==> config.mk <==
export PLATFORM = sky130hd
export DESIGN_NAME = nastilite_reg_slave
export DESIGN_NICKNAME = d
export VERILOG_FILES = /design/src/rtl/nastilite_pkg.sv /design/src/rtl/nastilite_regfile.sv /design/src/rtl/nastilite_reg_slave.sv
export SDC_FILE = /design/constraint.sdc
export NUM_CORES = 2
export LEC_CHECK = 0
export BUFFER_PORTS_ARGS = -buffer_cell sky130_fd_sc_hd__buf_2
export CELL_PAD_IN_SITES_DETAIL_PLACEMENT = 1
export CELL_PAD_IN_SITES_GLOBAL_PLACEMENT = 2
export CORE_UTILIZATION = 43
export CTS_BUF_LIST = sky130_fd_sc_hd__clkbuf_4 sky130_fd_sc_hd__clkbuf_8
export DETAILED_ROUTE_END_ITERATION = 10
export HOLD_SLACK_MARGIN = 0.12
export PLACE_DENSITY_LB_ADDON = 0.12
export SYNTH_ARGS = -nofsm -noshare
export SYNTH_HDL_FRONTEND = slang
export SYNTH_SLANG_ARGS = --single-unit
==> constraint.sdc <==
create_clock -name clk -period 43.4 [get_ports clk]
set_input_delay 4.34 -clock clk [delete_from_list [all_inputs] [get_ports clk]]
set_output_delay 4.34 -clock clk [all_outputs]
set_load 0.01 [all_outputs]
==> src/rtl/nastilite_pkg.sv <==
// Shared types for the NASTI-lite register slave: response codes,
// handshake FSM states and the byte-lane strobe merge helper.
package nastilite_pkg;

  typedef enum logic [1:0] {
    RESP_OKAY   = 2'b00,
    RESP_EXOKAY = 2'b01,
    RESP_SLVERR = 2'b10,
    RESP_DECERR = 2'b11
  } resp_t;

  typedef enum logic [1:0] {
    WR_IDLE,
    WR_SETTLE,
    WR_RESP
  } wr_state_t;

  typedef enum logic {
    RD_IDLE,
    RD_RESP
  } rd_state_t;

  localparam int unsigned MAX_DW = 64;
  localparam int unsigned MAX_SW = MAX_DW / 8;

  // Lanes whose strobe bit is clear keep the old byte.
  function automatic logic [MAX_DW-1:0] strb_merge(
    input logic [MAX_DW-1:0] old_v,
    input logic [MAX_DW-1:0] new_v,
    input logic [MAX_SW-1:0] strb
  );
    logic [MAX_DW-1:0] res;
    res = old_v;
    for (int i = 0; i < int'(MAX_SW); i++) begin
      if (strb[i]) res[8*i +: 8] = new_v[8*i +: 8];
    end
    return res;
  endfunction

endpackage

==> src/rtl/nastilite_regfile.sv <==
// Register bank: NR x DW flops, one byte-strobed write port, one async read.
// Ports: clk_i, rst_i, we_i/waddr_i/wdata_i/wstrb_i (write), raddr_i/rdata_o (read).
module nastilite_regfile
  import nastilite_pkg::*;
#(
  parameter int DW = 64,
  parameter int NR = 16,
  parameter int IW = 4
) (
  input  logic          clk_i,
  input  logic          rst_i,
  input  logic          we_i,
  input  logic [IW-1:0] waddr_i,
  input  logic [DW-1:0] wdata_i,
  input  logic [DW/8-1:0] wstrb_i,
  input  logic [IW-1:0] raddr_i,
  output logic [DW-1:0] rdata_o
);

  logic [DW-1:0] regs_q [NR];
  logic [MAX_DW-1:0] merged;

  // Widen to the helper's fixed 64-bit shape; upper lanes unused at DW=32.
  assign merged = strb_merge(MAX_DW'(regs_q[waddr_i]),
                             MAX_DW'(wdata_i),
                             MAX_SW'(wstrb_i));

  always_ff @(posedge clk_i or posedge rst_i) begin
    if (rst_i) begin
      for (int i = 0; i < NR; i++) regs_q[i] <= '0;
    end else if (we_i) begin
      regs_q[waddr_i] <= DW'(merged);
    end
  end

  assign rdata_o = regs_q[raddr_i];

endmodule

==> src/rtl/nastilite_reg_slave.sv <==
// NASTI-lite slave exposing a bank of DW-wide CSRs (AW/W/B and AR/R channels).
// Ports: clk, rst, aw_*, w_*, b_*, ar_*, r_*; optional macro NASTILITE_SLVERR_EN.
module nastilite_reg_slave
  import nastilite_pkg::*;
#(
  parameter int C_NASTI_ADDR_WIDTH = 16,
  parameter int C_NASTI_DATA_WIDTH = 64,
  parameter int C_NASTI_USER_WIDTH = 1,
  parameter int C_NUM_REGS         = 16
) (
  input  logic                            clk,
  input  logic                            rst,
  input  logic [C_NASTI_ADDR_WIDTH-1:0]   aw_addr,
  input  logic [2:0]                      aw_prot,
  input  logic [3:0]                      aw_qos,
  input  logic [3:0]                      aw_region,
  input  logic [C_NASTI_USER_WIDTH-1:0]   aw_user,
  input  logic                            aw_valid,
  output logic                            aw_ready,
  input  logic [C_NASTI_DATA_WIDTH-1:0]   w_data,
  input  logic [C_NASTI_DATA_WIDTH/8-1:0] w_strb,
  input  logic [C_NASTI_USER_WIDTH-1:0]   w_user,
  input  logic                            w_valid,
  output logic                            w_ready,
  output logic [1:0]                      b_resp,
  output logic [C_NASTI_USER_WIDTH-1:0]   b_user,
  output logic                            b_valid,
  input  logic                            b_ready,
  input  logic [C_NASTI_ADDR_WIDTH-1:0]   ar_addr,
  input  logic [2:0]                      ar_prot,
  input  logic [3:0]                      ar_qos,
  input  logic [3:0]                      ar_region,
  input  logic [C_NASTI_USER_WIDTH-1:0]   ar_user,
  input  logic                            ar_valid,
  output logic                            ar_ready,
  output logic [C_NASTI_DATA_WIDTH-1:0]   r_data,
  output logic [1:0]                      r_resp,
  output logic [C_NASTI_USER_WIDTH-1:0]   r_user,
  output logic                            r_valid,
  input  logic                            r_ready
);

  localparam int AW    = C_NASTI_ADDR_WIDTH;
  localparam int DW    = C_NASTI_DATA_WIDTH;
  localparam int UW    = C_NASTI_USER_WIDTH;
  localparam int SW    = DW / 8;
  localparam int SHIFT = $clog2(SW);
  localparam int IW    = (C_NUM_REGS > 1) ? $clog2(C_NUM_REGS) : 1;

  if (!(DW == 32 || DW == 64)) begin : g_bad_dw
    $fatal(1, "C_NASTI_DATA_WIDTH must be 32 or 64");
  end

`ifdef NASTILITE_SLVERR_EN
  localparam resp_t OOR_RESP = RESP_SLVERR;
`else
  localparam resp_t OOR_RESP = RESP_OKAY;
`endif

  function automatic logic in_range(input logic [AW-1:0] a);
    return (a >> SHIFT) < AW'(C_NUM_REGS);
  endfunction

  logic unused_ok;
  assign unused_ok = ^{aw_prot, aw_qos, aw_region,
                       ar_prot, ar_qos, ar_region, w_user};

  // Readies stay low until the first edge after reset release.
  logic alive_q;

  logic          aw_held_q, w_held_q;
  logic [AW-1:0] aw_addr_q;
  logic [UW-1:0] aw_user_q;
  logic [DW-1:0] w_data_q;
  logic [SW-1:0] w_strb_q;
  wr_state_t     wr_q, wr_d;
  logic          reg_we;

  rd_state_t     rd_q, rd_d;
  logic [DW-1:0] r_data_q;
  logic [1:0]    r_resp_q;
  logic [UW-1:0] r_user_q;
  logic [DW-1:0] rf_rdata;

  logic aw_hs, w_hs, b_hs, ar_hs;

  assign b_valid  = (wr_q == WR_RESP);
  assign aw_ready = alive_q && !aw_held_q && !b_valid;
  assign w_ready  = alive_q && !w_held_q && !b_valid;
  assign aw_hs    = aw_valid && aw_ready;
  assign w_hs     = w_valid && w_ready;
  assign b_hs     = b_valid && b_ready;
  assign b_user   = aw_user_q;
  assign b_resp   = in_range(aw_addr_q) ? RESP_OKAY : OOR_RESP;

  assign r_valid  = (rd_q == RD_RESP);
  assign ar_ready = alive_q && (rd_q == RD_IDLE);
  assign ar_hs    = ar_valid && ar_ready;
  assign r_data   = r_data_q;
  assign r_resp   = r_resp_q;
  assign r_user   = r_user_q;

  // Commit once both halves are held; response follows a cycle later.
  always_comb begin
    wr_d   = wr_q;
    reg_we = 1'b0;
    unique case (wr_q)
      WR_IDLE: begin
        if (aw_held_q && w_held_q) begin
          reg_we = in_range(aw_addr_q);
          wr_d   = WR_SETTLE;
        end
      end
      WR_SETTLE: wr_d = WR_RESP;
      WR_RESP:   if (b_ready) wr_d = WR_IDLE;
      default:   wr_d = WR_IDLE;
    endcase
  end

  always_comb begin
    rd_d = rd_q;
    unique case (rd_q)
      RD_IDLE: if (ar_hs) rd_d = RD_RESP;
      RD_RESP: if (r_ready) rd_d = RD_IDLE;
      default: rd_d = RD_IDLE;
    endcase
  end

  always_ff @(posedge clk or posedge rst) begin
    if (rst) begin
      alive_q   <= 1'b0;
      wr_q      <= WR_IDLE;
      rd_q      <= RD_IDLE;
      aw_held_q <= 1'b0;
      w_held_q  <= 1'b0;
      aw_addr_q <= '0;
      aw_user_q <= '0;
      w_data_q  <= '0;
      w_strb_q  <= '0;
      r_data_q  <= '0;
      r_resp_q  <= '0;
      r_user_q  <= '0;
    end else begin
      alive_q <= 1'b1;
      wr_q    <= wr_d;
      rd_q    <= rd_d;
      if (aw_hs) begin
        aw_held_q <= 1'b1;
        aw_addr_q <= aw_addr;
        aw_user_q <= aw_user;
      end else if (b_hs) begin
        aw_held_q <= 1'b0;
      end
      if (w_hs) begin
        w_held_q <= 1'b1;
        w_data_q <= w_data;
        w_strb_q <= w_strb;
      end else if (b_hs) begin
        w_held_q <= 1'b0;
      end
      if (ar_hs) begin
        r_data_q <= in_range(ar_addr) ? rf_rdata : '0;
        r_resp_q <= in_range(ar_addr) ? RESP_OKAY : OOR_RESP;
        r_user_q <= ar_user;
      end
    end
  end

  nastilite_regfile #(
    .DW (DW),
    .NR (C_NUM_REGS),
    .IW (IW)
  ) u_regfile (
    .clk_i   (clk),
    .rst_i   (rst),
    .we_i    (reg_we),
    .waddr_i (IW'(aw_addr_q >> SHIFT)),
    .wdata_i (w_data_q),
    .wstrb_i (w_strb_q),
    .raddr_i (IW'(ar_addr >> SHIFT)),
    .rdata_o (rf_rdata)
  );

endmodule

### After elaboration in Yosys (flattened, before gate mapping)

Index checks and enable logic that the tools add are counted.

* register bits: 1184
* bits of input ports: 136
* output and inout port bits: 75

* magnitude comparators: 5
* eq/ne operators: 4
* multiplexer cells: 29
* bitwise logic cells: 3
* reduce and logical (&&, ||, !) cells: 18

Operator list (number)
* 1024-bit bitwise mux: 1
* 64-bit binary-select mux with 4-bit select: 2
* 64-bit two-way mux: 6
* 64-bit demux with 4-bit select: 1
* 8-bit two-way mux: 8
* 13-bit by 5-bit < comparator with 1-bit output, second input constant: 2
* 1-bit logical AND: 11
* 5-bit >= comparator, second input constant: 2
* 4-bit NOT with 5-bit output: 2
* 1-bit two-way mux: 7
* 2-bit case mux with 3 select lines: 1
* 5-bit by 1-bit < comparator with 1-bit output, second input constant: 1
* 2-bit two-way mux: 2
* 2-bit nonzero test: 2
* 1-bit logical NOT: 3
* 2-bit by 1-bit equality test with 1-bit output, second input constant: 1
* 2-bit equality test, second input constant: 1
* 2-bit logical NOT: 1
* 2-bit by 1-bit != test with 1-bit output, second input constant: 1
* 2-bit != test, second input constant: 1
* 1-bit case mux with 2 select lines: 1
* 2-bit AND reduction: 1
* 1-bit NOT: 1

### Depth between registers and ports, before layout

* depth in word-level cells: 6
* mapped depth: 10
* mapped depth without buffers: 5

### Hierarchy

A second synthesis with hierarchy kept.

* cells, all modules: 5353
* area total of the unflattened synthesis: 65963.3 um2

Modules (own cells, without submodules)
* nastilite_regfile: times used 1, cells an instance 4987, area each 59834.9 um2
* nastilite_reg_slave: times used 1, cells an instance 366, area each 6128.4 um2

### Worst setup path after synthesis

No wires, ideal clock.

* path kind: input-to-reg
* start: input port ar_addr[4]
* end: register r_data_q[33] (netlist: r_data[33])
* data arrival time: 6.033 ns
* data required time: 43.267 ns
* path slack: 37.234 ns
* cell stages on the path: 6
* buffers on the path: 2
* cells stage by stage: clkbuf_1 buf_1 mux4_2 mux2_2 a22oi_1 o21ai_0

* cells in the longest elaborated chain, start to end: 5
* elaborated cells between the ends (all ways): 6
* those cells by class: order compare: 1; mux: 4; bitwise: 1

RTL lines
* start: declaration: RTL line nastilite_reg_slave.sv:29 `input logic [C_NASTI_ADDR_WIDTH-1:0] ar_addr,`
* 4-bit NOT with 5-bit output (not written as such): RTL line nastilite_regfile.sv:36 `assign rdata_o = regs_q[raddr_i];`
* 64-bit binary-select mux with 4-bit select: RTL line nastilite_regfile.sv:36
* 64-bit two-way mux (not written as such) (2 in a row): RTL line nastilite_regfile.sv:36
* 64-bit two-way mux *: RTL line nastilite_reg_slave.sv:162 `r_data_q <= in_range(ar_addr) ? rf_rdata : '0;`
* end signal: assignment: RTL line nastilite_reg_slave.sv:162
* end: declaration: RTL line nastilite_reg_slave.sv:80 `logic [DW-1:0] r_data_q;`

Every way passes the cells marked *; elsewhere a longest branch is shown, timed or not. The select of a mux whose other input is x is not followed.
A chain may end at the register's enable or synchronous reset.

### Worst setup path after layout

* start: input port ar_addr[5]
* end: register r_data_q[50] (netlist: r_data[50])

The elaborated chain is that of the path after synthesis.

==> flow_summary.ini <==
[logic_synthesis]
synth_edf_count = 0
ys_seq_elements = 1181
yosys_warning_count = 0
synth.yosys.seq_area_share = 0.482
synth.cell_area_um2 = 61300
yosysTopAreaCell = sky130_fd_sc_hd__dfrtp_1
postSynth.asyncResetShare = 1.00
synthesis.area_per_instance_um2 = 14.3
netlist.area_leader.share = 0.482
synth.lib_cells_used.distinct = 39
synth_top_cells_by_area = sky130_fd_sc_hd__dfrtp_1 (48%), sky130_fd_sc_hd__mux2_2 (21%), sky130_fd_sc_hd__mux4_2 (12%)
synthCells = 4290
yosys_most_used_dff = sky130_fd_sc_hd__dfrtp_1

[sta]
relSlewSlack = 0.145
worstMarginPinSlew_ns = 1.28
rsz0062_at_grt = no
setup_tns_ns = 0
peak_clock_frequency_supported_by_timing_mhz = 145
skew_ns = 0.0388
final_worst_path_cycle_share = 0.159
fin_crit_ns = 6.88
setup_viol_count_final = 0
finalHoldViolations = 0
slew_viol_final = 0

[final_layout]
area.growth.synth_to_final_pct = 10.7
fin_nets = 4511
post_route_cells_drive_above_1_share = 0.488
layout_common_cells = sky130_fd_sc_hd__dfrtp_1 (1178), sky130_fd_sc_hd__mux2_2 (1156), sky130_fd_sc_hd__mux2i_1 (448), sky130_fd_sc_hd__mux4_2 (320), sky130_fd_sc_hd__clkbuf_8 (271)
fin_util = 0.480
sequential_cell_area_um2 = 29600
instances_no_fill = 6440
final_common_cell = sky130_fd_sc_hd__dfrtp_1
layout.filler_cells = 13973
multi_input_comb_area_um2 = 29400

[floorplan]
top_level_ports = 211
design.die.area_um2 = 144000
row_count = 138
fp.dieW_um = 379
die_h_um = 379
floorplan.initialDensity = 0.433
coreArea_um2 = 141000

[global_route]
grtUsageMet2 = 0.432
grt_pass1_vias = 41322
global_route_wire_length_before_repair_mm = 285
grt_start_max_net_pins = 165
grt_util_met1 = 0.382
antenna_violations_before_repair = 7
most_crowded_layer_gr = met2
met3_usage = 0.0411
grt_overflow = 0
grt.total_usage = 0.271

[worst_setup_path]
critPathLaunchType = primary input
worst-setup-path-type = in2reg
cp.required_ns = 44.17
worst-path-max-fanout = 67
end_kind = flip-flop
arrival_ns = 7.65

[place]
place_inst = 6052
gp_routability_congestion = 0.751
port_buffers = 177
place.detailed.hpwl_mm = 103

[clock_tree]
cts_tree = done
ctsHtreeMaxLevel = 4
cts_max_path_buffers = 3
cts_resized = 0
setup_fix_buffers_added_after_clock_tree_synthesis = 0
ctsRootBufferMaster = sky130_fd_sc_hd__clkbuf_8
clk_transition_reported_paths_ns = 0.06
worstSkewPairLatency_ns = 0.95
cts_sinks = 1181
cts.hold.buffers_added = 0
numCtsBuffers = 211

[detailed_routing]
drt-vias-per-instance = 5.96
drc = 2
drtAntennaViolNets = 0
drt-initial-drc-count = 2299
totalWireLength_mm = 191
detail_route.wl_per_cell_um = 29.7
dr_pass1_iterations = 10
detailroute.via_count = 38400

[power]
leakage_uw = 0.0316
post-layout-total-power_uw = 3210
power_per_cell_area_nw_per_um2 = 47.4
worst_ir_drop_vdd_mv = 0.0462

[outcome]
run_status = finished with violations
failed_checks = DRC

[job]
drv_cap = 0

[worst_hold_path]
min_path_type = reg2reg
==> cells by family after synthesis <==
family,count (synthesis),share of synthesized area
mux,1943,0.407
buf+inv,462,0.0406
other cells,2,0.000123
compound gates,321,0.0427
simple gates,381,0.0274
flops,1181,0.482
==> worst max-delay path, stage by stage <==
cell,delay [ns]
sky130_fd_sc_hd__buf_8,0.55
sky130_fd_sc_hd__buf_4,0.78
sky130_fd_sc_hd__buf_4,0.81
sky130_fd_sc_hd__mux4_2,0.42
sky130_fd_sc_hd__mux2_2,0.29
sky130_fd_sc_hd__a22oi_1,0.15
sky130_fd_sc_hd__o21ai_0,0.11
==> Yosys cell counts (all sizes together) (3+ instances only) <==
cell,instances
clkbuf,114
inv,67
nand2,78
or3b,3
buf,281
nor3,69
nand3b,5
a22oi,63
mux4,320
a32oi,64
nand2b,5
nor2,209
o22ai,128
mux2,1175
dfrtp,1181
mux2i,448
o21ai,65
==> registers in the layout, summed over array words and instances (netlist names) <==
name,cells
w_strb_q,8
r_user,1
w_data_q,64
u_regfile.regs_q,1024
aw_held_q,1
b_user,1
w_held_q,1
r_valid,1
alive_q,1
aw_addr_q,13
wr_q,2
r_data,64
==> metrics by stage <==
step | instance area, um2 | setup WS [ns] | hold WS [ns]
after global routing | 67900 | 36.09 | 0.522
after detailed placement | 63200 | 35.47 | 0.494
after CTS | 67800 | 36.50 | 0.506
after floorplan | 61300 | 5.79 | 0.459
after global placement | 63200 | 35.47 | 0.485
final | 67900 | 36.52 | 0.502
==> area by class of cell <==
cell class                      count  area share
Antenna cell                        5    0.000184
Clock buffer                      343      0.0629
Clock inverter                     40     0.00546
Inverter                           67     0.00382
Multi-Input combinational cell   2650       0.433
Sequential cell                  1181       0.436
Tap cell                         1890      0.0349
Timing Repair Buffer              264      0.0242
==> path summary, 6_finish.rpt <==
check,end,start,slack [ns],cells past startpoint
worst max-delay path,r_data[50],ar_addr[5],36.52,7
worst min-delay path,r_user,r_user,0.50,1
worst max register to register,u_regfile.regs_q[506],aw_addr_q[5],38.11,7
worst min register to register,r_user,r_user,0.50,1
max in group asynchronous,aw_addr_q[3],rst,36.62,5
min in group asynchronous,u_regfile.regs_q[193],rst,3.57,2
==> where the power goes <==
group	internal (uW)	switching (uW)	total, uW	leakage (uW)
Sequential	1160	81.9	1240	0.0163
Combinational	260	573	834	0.0128
Clock	645	491	1140	0.00247
==> metal layers <==
| metal | share of wire | wire length, um | vias to the layer above |
|---|---|---|---|
| li1 | - | - | 16270 |
| met1 | 0.46 | 87700 | 20939 |
| met2 | 0.47 | 90700 | 877 |
| met3 | 0.042 | 7960 | 312 |
| met4 | 0.026 | 4910 | 2 |
| met5 | 0.000042 | 8 | - |
Power figures use the tool's default switching activity.
